[src/rtl/serial_adder.sv]
// Bit-serial adder: one full-adder cell and one carry flop, LSB first,
// with a valid/ready handshake on both the operand and the result sides.
module serial_adder #(
    parameter int WIDTH = 8
) (
    input  logic             clk,
    input  logic             rst,
    input  logic             in_valid,
    output logic             in_ready,
    input  logic [WIDTH-1:0] a,
    input  logic [WIDTH-1:0] b,
    input  logic             cin,
    output logic             out_valid,
    input  logic             out_ready,
    output logic [WIDTH-1:0] sum,
    output logic             cout,
    output logic             busy
);

    localparam int            CW   = $clog2(WIDTH);
    localparam logic [CW-1:0] LAST = CW'(WIDTH - 1);

    localparam logic [1:0] IDLE = 2'd0;
    localparam logic [1:0] RUN  = 2'd1;
    localparam logic [1:0] DONE = 2'd2;

    logic [1:0]       state_q, state_d;
    logic [WIDTH-1:0] a_sh_q, a_sh_d;
    logic [WIDTH-1:0] b_sh_q, b_sh_d;
    logic [WIDTH-1:0] sum_q, sum_d;
    logic             carry_q, carry_d;
    logic [CW-1:0]    cnt_q, cnt_d;

    logic s_bit;
    logic c_next;

    assign s_bit  = a_sh_q[0] ^ b_sh_q[0] ^ carry_q;
    assign c_next = (a_sh_q[0] & b_sh_q[0]) | (carry_q & (a_sh_q[0] ^ b_sh_q[0]));

    always_comb begin
        // NOTE: every next-state signal takes its hold value first, so no path leaves one unassigned (no latches).
        state_d = state_q;
        a_sh_d  = a_sh_q;
        b_sh_d  = b_sh_q;
        sum_d   = sum_q;
        carry_d = carry_q;
        cnt_d   = cnt_q;
        case (state_q)
            IDLE: begin
                if (in_valid) begin
                    a_sh_d  = a;
                    b_sh_d  = b;
                    carry_d = cin;
                    sum_d   = '0;
                    cnt_d   = '0;
                    state_d = RUN;
                end
            end
            RUN: begin
                a_sh_d  = {1'b0, a_sh_q[WIDTH-1:1]};
                b_sh_d  = {1'b0, b_sh_q[WIDTH-1:1]};
                sum_d   = {s_bit, sum_q[WIDTH-1:1]};
                carry_d = c_next;
                // The counter stops at its last value rather than wrapping on the final bit.
                if (cnt_q == LAST) begin
                    state_d = DONE;
                end else begin
                    cnt_d = cnt_q + CW'(1);
                end
            end
            DONE: begin
                if (out_ready) begin
                    state_d = IDLE;
                end
            end
            default: state_d = IDLE;
        endcase
    end

    // NOTE: state registers use non-blocking assignments so all flops update together on the edge.
    always_ff @(posedge clk or posedge rst) begin
        if (rst) begin
            state_q <= IDLE;
            a_sh_q  <= '0;
            b_sh_q  <= '0;
            sum_q   <= '0;
            carry_q <= 1'b0;
            cnt_q   <= '0;
        end else begin
            state_q <= state_d;
            a_sh_q  <= a_sh_d;
            b_sh_q  <= b_sh_d;
            sum_q   <= sum_d;
            carry_q <= carry_d;
            cnt_q   <= cnt_d;
        end
    end

    assign in_ready  = (state_q == IDLE);
    assign out_valid = (state_q == DONE);
    assign busy      = (state_q != IDLE);
    assign sum       = sum_q;
    assign cout      = carry_q;

endmodule

[config.mk]
export PLATFORM = sky130hd
export DESIGN_NAME = serial_adder
export DESIGN_NICKNAME = d
export VERILOG_FILES = /design/src/rtl/serial_adder.sv
export SDC_FILE = /design/constraint.sdc
export NUM_CORES = 1
export LEC_CHECK = 0
export ABC_AREA = 1
export ABC_CLOCK_PERIOD_IN_PS = 3200
export BUFFER_PORTS_ARGS = -buffer_cell sky130_fd_sc_hd__buf_4
export CAP_MARGIN = 10
export CORE_UTILIZATION = 50
export CTS_CLUSTER_SIZE = 40
export DETAILED_ROUTE_END_ITERATION = 10
export GPL_TIMING_DRIVEN = 0
export PLACE_DENSITY = 0.74
export SLEW_MARGIN = 20
export SYNTH_ARGS = -nofsm -noshare
export SYNTH_HDL_FRONTEND = slang
export SYNTH_SLANG_ARGS = --single-unit
export TNS_END_PERCENT = 50
[constraint.sdc]
create_clock -name clk -period 3.2 [get_ports clk]
set_input_delay 0.32 -clock clk [delete_from_list [all_inputs] [get_ports clk]]
set_output_delay 0.32 -clock clk [all_outputs]
set_load 0.02 [all_outputs]
==> results.md, run 1 <==
- Sequential Area: approximately 750 um^2
- Critical Path RT: between 2000 and 3000 ps
- RR Endpoint: cnt_q[0]
- Reg2reg start: cnt_q[0]
- Pre-CTS setup slack: 1800 ps
- Final non-filler cell total: between 200 and 300
- Distinct cells, synth: 16
- Multi-input combinational cell area: 632 um^2
- Syn Inst Count: 191
- Fill count: between 200 and 300
- Placed Cells: 254
- Core Rows: 19
- Top-level port count: 33
- Min-Delay Path Class: in2async
- Core box area: 0.00281 mm^2
- Mapped Area: 0.00150 mm^2
- Area delta synth->final: 22.6%
- Final ANT Viol Nets: 0
- Die H: about 57 um
- CTS tree: built
- Residual DRC: 4
- Final hold vios: 0
- Crit path launch type: flop
- P_leak: 0.00107 uW
- Sequential element share of the synthesized area: 50.0%
- Clock slew at reported path FFs: 100 ps
- Min Tclk post-route: 1630 ps
- Final setup vio count: 0
- PwrDens: 965 mW/mm^2
- Post-CTS Resized: 0
- Total number of yosys warnings: 0
- Global-route wire length before repair: 5490 um
- Max Freq: 612 MHz
- Input/output buffers: 32
- Skew-Pair Late Insertion Delay: ~340 ps
- #FFs+latches synth: 30
- Avg Vias per Cell: 5.21
- Worst Hold Slack: 50.8 ps
- CTS H-Tree Depth: 2
- Setup_tns: 0 ps
- Ant. Diodes: 0
- Vias: between 1000 and 1500
- Crit path arrival time: around 1300 ps
- Antenna violations before repair: 0
- Die Wd: 56.8 um
- Iteration-0 DRC count of the detailed router: 61
- RSZ-0062 raised after global routing: false
- Share of layout cells above drive strength 1: a little under a quarter
- Failing checks: design-rule violations
- Slew Viols, Final: 0
- Clock Sinks: 30
- Net Count, Synth: 215
- Hold-fix buffers, CTS: 0
- CTS Root Cell: clkbuf_4
- Number of post-CTS setup repair buffers: 0
- Largest net degree at the start of global routing: 31
- Initial Util: 53.5%
- NumNets Final: 254
- Status: complete, but fails checks
- Vias in the first global route: 1352
- Final GP Congestion: 0.741
- TritonRoute pass-1 iters: 7
- CTS Buf Count: 5
- R2r setup slk: 1870 ps
- FF-to-FF path depth: 6
- Setup ws final: 1570 ps
- Remaining global-route overflow: 0
- GRT Overall Usage: 22.7%
- Setup Skew: 11.7 ps
- Critical path peak fanout: 10
- VDD IR max: just under 700 uV
- Tcrit/Tclk final: 51.1%
- Max Root-Sink Buffers: 2
- MaxCap Viol Count: 0
- Placed Instance Area: 0.00178 mm^2
- Slew headroom: slightly below 60%
- Final HPWL DP: 2320 um
- Crit Path Category: reg2out
- DIE AREA: 0.00323 mm^2
- Post-synthesis area per instance: roughly 7.9 um^2
- Slew @ Worst Pin: 619 ps
- Crit end category: output port
- Drt total wl: 3240 um
- Drt wl/cell: 12.3 um
- Fin area: 0.00184 mm^2
## how the worst max path moves through the flow
stage / slack (ps) / from / cells past startpoint / end
floorplan: 1930 / cout / 7 / cout
global placement: 1830 / rst / 2 / a_sh_q[5]
detailed placement: 1800 / rst / 2 / a_sh_q[5]
CTS: 1560 / state_q[0] / 4 / busy
global route: 1500 / state_q[0] / 4 / busy
finish: 1570 / state_q[0] / 4 / busy
## cells in the mapped netlist, drive strengths merged
| master | count | share of area (%) |
|---|---|---|
| nand4 | 3 | 1.3 |
| nand3 | 28 | 9.3 |
| buf | 10 | 5.2 |
| fa | 1 | 1.3 |
| nand2 | 101 | 26 |
| nor2 | 2 | 1.0 |
| inv | 11 | 2.8 |
| o21ai | 3 | 1.8 |
| dfrtp | 30 | 50 |
| ha | 2 | 1.7 |
## metal layers
| layer | up-vias | GRT usage, % | part of all wire [%] |
|---|---|---|---|
| li1 | 677 | - | - |
| met1 | 646 | 25.8 | 44 |
| met2 | 37 | 38.4 | 50 |
| met3 | 6 | 8.06 | 5.2 |
| met4 | 0 | 9.76 | 1.2 |
| met5 | - | 0 | 0 |
## report_power, final
part / switching, uW / leakage [uW] / internal [uW] / total [uW]
sequential: 112 / 0.000384 / 544 / 657
combinational: 527 / 0.000647 / 356 / 882
clock: 131 / 0.0000353 / 106 / 237
total: 770 / 0.00107 / 1010 / 1780
## metrics by stage
step,power [uW],utilization (%)
2_1_floorplan,1270,-
3_3_place_gp,1500,63.5
3_5_place_dp,1550,63.5
4_1_cts,1790,65.6
5_1_grt,1940,65.6
6_report,1780,65.6
## sequential cells by signal, indices dropped and copies added (netlist names)
name     cells
cout         1
state_q      2
a_sh_q       8
cnt_q        3
sum          8
b_sh_q       8
## logic make-up after synthesis
kind of cell | synth area share (%)
compound gates | 1.75
fa+ha+maj | 3.00
buf+inv | 7.92
flops | 50.0
simple gates | 37.3
## critical path, stage by stage, from the launching register on
cell and delay, ps:
dfrtp_1 460, buf_6 180, nor2_4 140, inv_1 50
buf_4 150
## area by class of cell
class / instances / area share, %
sequential: 30 / 40.8
clock buffer: 7 / 2.99
clock inverter: 1 / 0.272
multi-input combinational: 140 / 34.3
timing repair buffer: 32 / 13.1
buffer: 10 / 4.21
inverter: 11 / 2.24
tap: 31 / 2.11
## cell usage in the layout (no fill, tap or decap)
cell type / n
nand4_1: 3
nor2_4: 1
nand3_1: 28
buf_4: 33
nor2_1: 1
dfrtp_1: 30
clkinv_2: 1
buf_2: 5
nand2_1: 100
buf_6: 4
ha_1: 2
o21ai_4: 1
clkbuf_4: 5
o21ai_1: 2
fa_1: 1
inv_1: 8
clkbuf_1: 1
inv_2: 3
clkbuf_8: 1
nand2_4: 1
(Power assumes the default switching activity.)
==> run 2: changes to the inputs <==
--- a/config.mk
+++ b/config.mk
@@ -6,7 +6,7 @@
 export NUM_CORES = 1
 export LEC_CHECK = 0
 export ABC_AREA = 1
-export ABC_CLOCK_PERIOD_IN_PS = 3200
+export ABC_CLOCK_PERIOD_IN_PS = 1550
 export BUFFER_PORTS_ARGS = -buffer_cell sky130_fd_sc_hd__buf_4
 export CAP_MARGIN = 10
 export CORE_UTILIZATION = 50
==> constraint.sdc (replaced) <==
create_clock -name clk -period 1.55 [get_ports clk]
set_input_delay 0.155 -clock clk [delete_from_list [all_inputs] [get_ports clk]]
set_output_delay 0.155 -clock clk [all_outputs]
set_load 0.02 [all_outputs]
==> results.md, run 2 (synthesis gave the netlist of run 1 again) <==
- Max Freq: 681 MHz
- DIE AREA: 0.00323 mm^2 (unchanged)
- Most common cell after layout, fill and taps aside: nand2_1 (unchanged)
- Antenna violations before repair: 0 (unchanged)
- Top-level port count: 33 (unchanged)
- Critical Path RT: 1390 ps (was 2880 ps)
- Global-route wire length before repair: 5490 um (unchanged)
- CTS Buf Count: 5 (unchanged)
- Share of layout cells above drive strength 1: 23.7% (was 23.8%)
- R2r setup slk: 220 ps (was 1870 ps)
- Input/output buffers: 32 (unchanged)
- Most used routing layer: met2 (unchanged)
- Die Wd: 56.8 um (unchanged)
- Global routing usage on met2: 38.4% (unchanged)
- MaxCap Viol Count: 0 (unchanged)
- Final GP Congestion: 0.741 (unchanged)
- Skew-Pair Late Insertion Delay: 340 ps (about the same)
- Drt total wl: 3240 um (about the same)
- Ant. Diodes: 0 (unchanged)
- Post-CTS Resized: 0 (unchanged)
- Core box area: 0.00281 mm^2 (unchanged)
- Drt wl/cell: 12.3 um (about the same)
- Slew @ Worst Pin: 619 ps (about the same)
- Max Root-Sink Buffers: 2 (unchanged)
- Vias in the first global route: 1352 (unchanged)
- Logic gate share of total power: 49.7% (about the same)
- Tcrit/Tclk final: 94.7%
- VDD IR max: 1390 uV (was 673 uV)
- Crit end category: output port (unchanged)
- CTS Root Cell: clkbuf_4 (unchanged)
- Final non-filler cell total: 263 (was 262)
- Crit path launch type: flop (unchanged)
- Slew Viols, Final: 0 (unchanged)
- Met3 GRT Util: 8.06% (unchanged)
- Final setup vio count: 0 (unchanged)
- Die H: 56.8 um (unchanged)
- Final HPWL DP: 2320 um (unchanged)
- Min Tclk post-route: 1470 ps
- Slew headroom: 58.7% (about the same)
- Sequential cell fraction of total power: 37.0% (about the same)
- Most frequent cells in the layout: nand2_1, buf_4, dfrtp_1 (unchanged)
- Setup Skew: 11.6 ps (was 11.7 ps)
- Residual DRC: 4 (unchanged)
- Avg Vias per Cell: 5.20 (was 5.21)
- Min-Delay Path Class: in2reg (was in2async)
- CTS tree: built (unchanged)
- CTS H-Tree Depth: 2 (unchanged)
- P_leak: 0.00107 uW (about the same)
- Status: complete, but fails checks (unchanged)
- Placed Cells: 254 (unchanged)
- GRT Overall Usage: 22.7% (unchanged)
- Final hold vios: 0 (unchanged)
- Crit Path Category: reg2out (unchanged)
- RSZ-0062 raised after global routing: false (unchanged)
- Largest net degree at the start of global routing: 31 (unchanged)
- Vias: 1368 (was 1366)
- Iteration-0 DRC count of the detailed router: 67 (was 61)
- Core Rows: 19 (unchanged)
- PwrDens: 1980 mW/mm^2 (was 965 mW/mm^2)
- Remaining global-route overflow: 0 (unchanged)
- Worst hold path startpoint: out_ready
- Cell Int Power: 2080 uW (was 1010 uW)
- Setup_tns: 0 ps (unchanged)
- Crit-path cells: buf_6 > nor2_4 > inv_1 > buf_4 (unchanged)
- Setup crit start: state_q[0] (unchanged)
- NetSw: 1580 uW (was 770 uW)
- Failing checks: design-rule violations (unchanged)
- Crit path arrival time: 1310 ps (about the same)
- TritonRoute pass-1 iters: 8 (was 7)
- Clock slew at reported path FFs: 90 ps (was 100 ps)
- Clock Sinks: 30 (unchanged)
- Final ANT Viol Nets: 0 (unchanged)
- Switch share: 43.3% (about the same)
- Initial Util: 53.5% (unchanged)
- Area delta synth->final: 23.2% (was 22.6%)
- CP max stage delay: 460 ps (about the same)
- Critical path peak fanout: 10 (unchanged)
- Reg2reg start: cnt_q[0] (unchanged)
- Critical-path top delay cell: dfrtp_1 (unchanged)
- NumNets Final: 255 (was 254)
- Clk pwr share: 13.3% (about the same)
- Met1 Track Usage GR: 25.8% (unchanged)
==> run 2: cell count changes in the layout (fill, tap and decap cells not counted), sizes merged <==
| cell | previous run | this run |
|---|---|---|
| dlygate4sd3 | 0 | 1 |
==> run 2: per-layer routing <==
| layer | part of all wire, % | vias to the layer above | wire (um) |
|---|---|---|---|
| li1 | - | 682 | - |
| met1 | 43 | 645 | 1410 |
| met2 | 50 | 35 | 1610 |
| met3 | 5.3 | 6 | 171 |
| met4 | 1.5 | 0 | 48 |
| met5 | 0 | - | 0 |
==> run 2: path summary, 6_finish.rpt <==
path	cells after the start	end
worst max-delay path	4	busy
worst min-delay path	4	state_q[1]
worst max register to register	6	cnt_q[0]
worst min register to register	2	b_sh_q[7]
max in group asynchronous	3	a_sh_q[5]
min in group asynchronous	3	b_sh_q[3]
==> run 2: critical path: cells and delay by family, from the launching register on <==
kind	cells	cell delay [ps]
simple gates	1	140
buf+inv	3	380
flops	1	460
==> run 2: power groups by stage <==
stage	Combinational [uW]	Clock [uW]	Sequential, uW
global placement	1760	0	1340
CTS	1840	504	1350
detailed placement	1830	0	1370
finish	1820	488	1360
floorplan	1190	0	1440
global route	2080	537	1390
==> run 2: through the flow <==
step	hold slack, ps	area [um^2]	total power (uW)	setup slack (ps)	util, %
floorplan	246	1500	2630	285	-
global placement	397	1780	3100	287	63.5
detailed placement	398	1780	3200	242	63.5
CTS	49.4	1840	3700	72.6	65.6
global route	53.0	1850	4010	17.5	66.0
finish	55.6	1850	3660	82.3	66.0
==> run 2: final cells by class <==
type,instances,area (um^2)
Sequential cell,30,751
Multi-Input combinational cell,140,632
Timing Repair Buffer,33,250
Fill cell,260,955
Tap cell,31,38.8
Inverter,11,41.3
Clock buffer,7,55.1
Clock inverter,1,5.00
Buffer,10,77.6
==> run 2: timing repair <==
item | CTS | global route
endpoints found under the hold margin | 0 | 30
hold buffers | 0 | 1
buffers inserted | 0 | 0
